--- src/rtl/data_unloader_sync.sv ---
// -----------------------------------------------------------------------------
// data_unloader_sync
// Purpose: single-clock adapter from the APF bridge read port to a narrow
//          synchronous memory read port. One bridge read fetches N sequential
//          memory words (N = 4/INPUT_WORD_SIZE). It packs them into one 32-bit
//          word and holds that word on bridge_rd_data until the next
//          transaction completes.
// Optional feature: define DATA_UNLOADER_BUSY_OUT_EN to add the 'busy' output.
// Ports:
//   clk_74a              in   sole clock, rising edge
//   reset                in   asynchronous active-high reset
//   bridge_rd            in   one-cycle read request strobe
//   bridge_endian_little in   1 = little-endian packing, 0 = big-endian
//   bridge_addr          in   request byte address ([27:0] used)
//   bridge_rd_data       out  packed 32-bit read result
//   read_en              out  memory read strobe
//   read_addr            out  memory byte address
//   read_data            in   memory return data (8*INPUT_WORD_SIZE bits)
//   busy                 out  high while a transaction is in flight (optional)
// -----------------------------------------------------------------------------
module data_unloader_sync #(
   parameter int unsigned INPUT_WORD_SIZE = 2,
   parameter int unsigned READ_LATENCY    = 1
) (
   input  logic                           clk_74a,
   input  logic                           reset,
   input  logic                           bridge_rd,
   input  logic                           bridge_endian_little,
   input  logic [31:0]                    bridge_addr,
   output logic [31:0]                    bridge_rd_data,
   output logic                           read_en,
   output logic [27:0]                    read_addr,
   input  logic [8*INPUT_WORD_SIZE-1:0]   read_data
`ifdef DATA_UNLOADER_BUSY_OUT_EN
   ,
   output logic                           busy
`endif
);

   localparam int unsigned WW = 8 * INPUT_WORD_SIZE;      // memory word width
   localparam int unsigned N  = 4 / INPUT_WORD_SIZE;      // words per transaction
   localparam int unsigned KW = 2;                        // word counter width
   localparam int unsigned LW = (READ_LATENCY > 1) ? $clog2(READ_LATENCY) : 1;
   localparam int unsigned AW = 28;

   typedef enum logic [1:0] {
      S_IDLE = 2'd0,
      S_REQ  = 2'd1,
      S_WAIT = 2'd2,
      S_DONE = 2'd3
   } state_t;

   state_t          state_q, state_d;
   logic [KW-1:0]   k_q, k_d;
   logic [LW-1:0]   lat_q, lat_d;
   logic [AW-1:0]   base_q, base_d;
   logic            le_q, le_d;
   logic [31:0]     buf_q, buf_d;
   logic [31:0]     rdata_q, rdata_d;
   logic            rd_en_q, rd_en_d;
   logic [AW-1:0]   rd_addr_q, rd_addr_d;
`ifdef DATA_UNLOADER_BUSY_OUT_EN
   logic            busy_q, busy_d;
`endif

   // Upper address bits are outside the memory window and intentionally dropped.
   logic unused_addr_bits;
   assign unused_addr_bits = ^bridge_addr[31:AW];

   // Next-state and output computation.
   always_comb begin
      state_d   = state_q;
      k_d       = k_q;
      lat_d     = lat_q;
      base_d    = base_q;
      le_d      = le_q;
      buf_d     = buf_q;
      rdata_d   = rdata_q;
      rd_en_d   = 1'b0;
      rd_addr_d = rd_addr_q;

      case (state_q)
         S_IDLE: begin
            if (bridge_rd) begin
               base_d  = bridge_addr[AW-1:0];
               le_d    = bridge_endian_little;
               k_d     = '0;
               state_d = S_REQ;
            end
         end

         S_REQ: begin
            rd_en_d   = 1'b1;
            rd_addr_d = AW'(base_q + AW'(k_q) * AW'(INPUT_WORD_SIZE));
            lat_d     = '0;
            state_d   = S_WAIT;
         end

         S_WAIT: begin
            // lat_q counts cycles since the read_en cycle; capture on the last one.
            if (lat_q == LW'(READ_LATENCY - 1)) begin
               for (int unsigned i = 0; i < N; i++) begin
                  if (k_q == KW'(i)) begin
                     buf_d[i*WW +: WW] = read_data;
                  end
               end
               if (k_q == KW'(N - 1)) begin
                  state_d = S_DONE;
               end else begin
                  k_d     = KW'(k_q + KW'(1));
                  state_d = S_REQ;
               end
            end else begin
               lat_d = LW'(lat_q + LW'(1));
            end
         end

         S_DONE: begin
            // Big-endian is the little-endian word with its bytes reversed.
            rdata_d = le_q ? buf_q
                           : {buf_q[7:0], buf_q[15:8], buf_q[23:16], buf_q[31:24]};
            state_d = S_IDLE;
         end

         default: begin
            state_d = S_IDLE;
         end
      endcase
   end

`ifdef DATA_UNLOADER_BUSY_OUT_EN
   assign busy_d = (state_d != S_IDLE);
`endif

   // State and datapath registers.
   always_ff @(posedge clk_74a or posedge reset) begin
      if (reset) begin
         state_q   <= S_IDLE;
         k_q       <= '0;
         lat_q     <= '0;
         base_q    <= '0;
         le_q      <= 1'b0;
         buf_q     <= '0;
         rdata_q   <= '0;
         rd_en_q   <= 1'b0;
         rd_addr_q <= '0;
`ifdef DATA_UNLOADER_BUSY_OUT_EN
         busy_q    <= 1'b0;
`endif
      end else begin
         state_q   <= state_d;
         k_q       <= k_d;
         lat_q     <= lat_d;
         base_q    <= base_d;
         le_q      <= le_d;
         buf_q     <= buf_d;
         rdata_q   <= rdata_d;
         rd_en_q   <= rd_en_d;
         rd_addr_q <= rd_addr_d;
`ifdef DATA_UNLOADER_BUSY_OUT_EN
         busy_q    <= busy_d;
`endif
      end
   end

   assign bridge_rd_data = rdata_q;
   assign read_en        = rd_en_q;
   assign read_addr      = rd_addr_q;
`ifdef DATA_UNLOADER_BUSY_OUT_EN
   assign busy           = busy_q;
`endif

endmodule

--- config.mk ---
export PLATFORM = sky130hd
export DESIGN_NAME = data_unloader_sync
export DESIGN_NICKNAME = d
export VERILOG_FILES = /design/src/rtl/data_unloader_sync.sv
export SDC_FILE = /design/constraint.sdc
export NUM_CORES = 1
export LEC_CHECK = 0
export BUFFER_PORTS_ARGS = -buffer_cell sky130_fd_sc_hd__buf_2
export CAP_MARGIN = 20
export CORE_AREA = 2 2 100 102
export DETAILED_ROUTE_END_ITERATION = 7
export DIE_AREA = 0 0 102 104
export PLACE_DENSITY = 0.94
export SYNTH_ARGS = -nofsm -noshare
export SYNTH_HDL_FRONTEND = slang
export SYNTH_SLANG_ARGS = --single-unit
--- constraint.sdc ---
create_clock -name clk_74a -period 10.7 [get_ports clk_74a]
set_input_delay 1.605 -clock clk_74a [delete_from_list [all_inputs] [get_ports clk_74a]]
set_output_delay 1.605 -clock clk_74a [all_outputs]
set_load 0.02 [all_outputs]
# [Word-level counts from Yosys, hierarchy flattened]
# Index checks and enable logic that the tools add are counted.
[op_classes] mux=12 n_mul=0 eq_ne=7 magnitude_cmp=0 shifts=0 bitwise_logic=1 div=0 n_addsub=3 n_reduce_logical=9
[ops] operator="$mux 32" n=1
[ops] operator="$add 28x3->28" n=1
[ops] operator="$mux 2" n=6
[ops] operator="$pmux 2 s4" n=1
[ops] operator="$ne 2x2->1 const B" n=3
[ops] operator="$reduce_and 3->1" n=2
[ops] operator="$eq 2x1->1 const B" n=2
[ops] operator="$eq 2x2->1 const B" n=2
[ops] operator="$logic_not 2->1" n=2
[ops] operator="$pmux 2 s2" n=1
[ops] operator="$reduce_and 2->1" n=2
[ops] operator="$reduce_and 4->1" n=1
[ops] operator="$reduce_bool 2->1" n=2
[ops] operator="$add 2x1->2 const B" n=1
[ops] operator="$mux 1" n=2
[ops] operator="$pmux 1 s2" n=1
[ops] operator="$add 1x1->1 const B" n=1
[ops] operator="$not 1->1" n=1
[totals] mem_bits_rw=0 mem_bits_ro=0 word_cells=42 latch_bits=0 out_inout_bits=61 mem_count=0 register_bits=127 in_bits=52

# [Depth between registers and ports, before layout]
[depth] word_depth=4 mapped_depth=8

# [Worst setup path after synthesis]
# No wires, ideal clock.
[synth_path] path_kind="in2reg" startpoint="input port bridge_rd" endpoint="register base_q[10]" setup_slack_ns=7.839 setup_time_ns=0.125 cell_stages=3 required_ns=10.575 arrival_ns=2.737 path_cell_list="nor3b_1 > clkbuf_1 > mux2_2"
[synth_between] elab_chain_len=1
[synth_rtl] item="start, declared" line="27" source="input logic bridge_rd,"
[synth_rtl] item="$reduce_and 2->1 (no line)"
[synth_rtl] item="end signal, assigned" line="154" source="base_q <= base_d;"
[synth_rtl] item="end, declared" line="56" source="logic [AW-1:0] base_q, base_d;"
# Every way passes these cells.
# A chain may end at the register's enable or synchronous reset.

# [Final worst setup path]
[layout_path] startpoint="register k_q[0]" endpoint="register rd_addr_q[25] (netlist: read_addr[25])"
[layout_between] elab_chain_len=1
[layout_rtl] item="start, declared" line="54" source="logic [KW-1:0] k_q, k_d;"
[layout_rtl] item="start signal, assigned" line="152" source="k_q <= k_d;"
[layout_rtl] item="$add 28x3->28" line="94" source="rd_addr_d = AW'(base_q + AW'(k_q) * AW'(INPUT_WORD_SIZE));"
[layout_rtl] item="end signal, assigned" line="159" source="rd_addr_q <= rd_addr_d;"
[layout_rtl] item="end, declared" line="61" source="logic [AW-1:0] rd_addr_q, rd_addr_d;"
# Every way passes these cells.

==> flow_metrics.py <==
metrics = {
    "timing": {
        "drv_slew": 0,
        "rsz0062_at_grt": "false",
        "setup_violations": 0,
        "max_freq_mhz": 358,
        "tightest_slew_ns": 1.07,
        "slew_headroom_pct": 28.3,
        "skew_ns": 0.0118,
        "layout_setup_ws_ns": 7.90,
        "period_share_pct": 26.1,
        "period_minus_slack_ns": 2.80,
        "hold_viol_final": 0,
        "whs_ns": 0.474,
        "tns_ns": 0,
    },
    "critical_path": {
        "critPathCapture": "read_addr[25]",
        "rr_startpoint": "k_q[0]",
        "reg2reg_to": "read_addr[25]",
        "worstSetupPathType": "register to register",
        "end_kind": "register",
        "cp-start-kind": "register",
        "worstPathMaxFanout": 11,
        "ff2ff_path_depth": 7,
        "cp-startpoint": "k_q[0]",
        "regToRegSetupSlack_ns": 7.90,
        "cp.required_ns": 11.12,
        "crit_arrival_ns": 3.22,
    },
    "global_route": {
        "track_usage_pct": 23.2,
        "grt-ovfl-total": 0,
        "grt_pass1_vias": 3941,
        "grt_max_degree": 70,
        "grt_antenna_before_repair": 0,
        "grt_first_pass_wirelength_mm": 19.1,
    },
    "yosys": {
        "synth_top_cell_by_area": "dfrtp_1",
        "avgSynthCellArea_um2": 11.6,
        "syn_inst": 473,
        "ys_types": 39,
        "netlist.area_leader.share_pct": 57.2,
        "synth_edf_count": 0,
        "ys_seq_area_share_pct": 57.2,
        "syn_nets": 530,
        "synth_area_leaders": "dfrtp_1 (57%), mux2_2 (12%), mux2i_1 (5.8%)",
        "yosysMostFrequentCell": "dfrtp_1",
        "synthArstFlopShare_pct": 100,
        "synth_ff_type": "dfrtp_1",
        "synthTopCellsByCount": "dfrtp_1 (126), mux2_2 (59), nor2_1 (48)",
        "yosys_warnings": 0,
        "netlist_area_mm2": 0.00551,
        "ys_ff_latch": 126,
    },
    "clock_tree": {
        "numCtsBuffers": 17,
        "clock_sinks": 126,
        "holdBufCountCts": 0,
        "cts-root-buf": "clkbuf_8",
        "path_clk_slew_ns": 0.06,
        "cts_buffer_depth": 2,
        "htreeDepth": 4,
        "clk_latency_ns": 0.52,
        "cts_resized": 0,
        "post_cts_buffers": 0,
        "tritoncts": "done",
    },
    "die": {
        "ioPinCount": 113,
        "design.core.area_mm2": 0.00955,
        "fp.dieW_um": 102,
        "rows": 36,
        "die_y_um": 104,
        "initial_core_util_pct": 57.7,
        "die_area_mm2": 0.0106,
    },
    "placement": {
        "dp_hpwl_mm": 8.11,
        "place_congestion": 0.870,
        "port_buffers": 108,
        "place_ws_ns": 7.53,
    },
    "final_layout": {
        "drive_above_1_share_pct": 35.8,
        "finalNetCount": 634,
        "num_antenna_cells": 0,
        "area_delta_synth_final_pct": 22.4,
        "fillerInstances": 702,
    },
    "power_and_ir_drop": {
        "max-vdd-ir-drop_mv": 0.161,
        "power_mw": 2.37,
        "power.density_mw_per_mm2": 351,
        "leakagePower_nw": 3.00,
    },
    "route": {
        "drt_iter0_drc": 141,
        "drtPass1Iterations": 5,
        "ant_nets": 0,
        "dr_total_vias": 3979,
        "drc": 0,
        "routed_wl_mm": 11.7,
        "routedWlPerCell_um": 16.2,
        "viasPerCell": 5.50,
    },
    "job": {
        "cap_violations": 0,
    },
    "hold_path": {
        "holdCritPathClass": "register to register",
    },
    "outcome": {
        "outcome": "finished clean",
    },
}
[how the worst min path moves through the flow]
stage | start | end | slack [ns] | cells after the start
2_1_floorplan | base_q[0] | read_addr[0] | 0.43 | 2
3_3_place_gp | read_addr[10] | read_addr[10] | 0.46 | 2
3_5_place_dp | read_addr[14] | read_addr[14] | 0.46 | 2
4_1_cts | read_addr[14] | read_addr[14] | 0.48 | 2
5_1_grt | read_addr[11] | read_addr[11] | 0.50 | 2
6_report | read_addr[14] | read_addr[14] | 0.47 | 2
[cell usage in the layout (no fill, tap or decap), types with 5 or more instances in the layout]
| master | n |
|---|---|
| dfrtp_1 | 125 |
| buf_2 | 108 |
| mux2_2 | 59 |
| nor2_1 | 48 |
| nand2_1 | 34 |
| a21oi_1 | 34 |
| mux2i_1 | 32 |
| o21ai_0 | 20 |
| clkbuf_16 | 16 |
| a31oi_1 | 11 |
| nand3_1 | 9 |
| xnor2_1 | 9 |
| o31ai_1 | 8 |
| inv_1 | 7 |
| or4_1 | 7 |
| xor2_1 | 5 |
| nand4_1 | 5 |
[logic make-up after synthesis]
logic type / synth area share [%]
adder cells (fa/ha/maj): 1.27
XOR/XNOR: 2.23
multiplexers: 17.9
buffers and inverters: 2.47
AND/OR/NAND/NOR: 11.3
flip-flops: 57.2
AO/OA/AOI/OAI: 7.61
[worst max-delay path, stage by stage, from the launching register on]
cell	delay [ns]
dfrtp_1	0.42
ha_1	0.20
inv_1	0.06
fa_1	0.44
nand4b_1	0.28
or4_4	0.64
or4_1	0.50
a31oi_1	0.18
[registers in the layout (all words and copies together) (netlist names)]
name            count
bridge_rd_data     32
buf_q              32
base_q             28
read_addr          28
k_q                 2
state_q             2
le_q                1
read_en             1
[per-stage QoR]
step | instances | utilization (%) | area [µm²]
global placement | 691 | 64.3 | 6140
finish | 723 | 70.6 | 6740
CTS | 723 | 70.6 | 6740
detailed placement | 691 | 64.3 | 6140
global route | 723 | 70.6 | 6740
floorplan | 473 | - | 5510
[layer usage]
| metal | wire [µm] | global-route usage, % | vias up | share of wire, % |
|---|---|---|---|---|
| li1 | - | - | 1895 | - |
| met4 | 167 | 8.57 | 0 | 1.4 |
| met3 | 694 | 7.33 | 19 | 5.9 |
| met5 | 0 | 0 | - | 0 |
| met1 | 4820 | 28.5 | 1928 | 41 |
| met2 | 6060 | 38.1 | 137 | 52 |
[power breakdown]
part | leakage [nW] | internal [mW] | switching, mW
registers | 1.46 | 0.720 | 0.220
clock network | 0.284 | 0.383 | 0.200
logic | 1.25 | 0.375 | 0.471
total | 3.00 | 1.48 | 0.892
[layout make-up]
cell class | instances | area [µm²] | area share [%]
clock buffer | 21 | 439 | 6.51
clock inverter | 11 | 165 | 2.45
inverter | 9 | 36.3 | 0.538
multi-input combinational | 313 | 2230 | 33.0
sequential | 126 | 3150 | 46.8
tap | 133 | 166 | 2.47
timing repair buffer | 110 | 556 | 8.24
(Power assumes the default switching activity.)
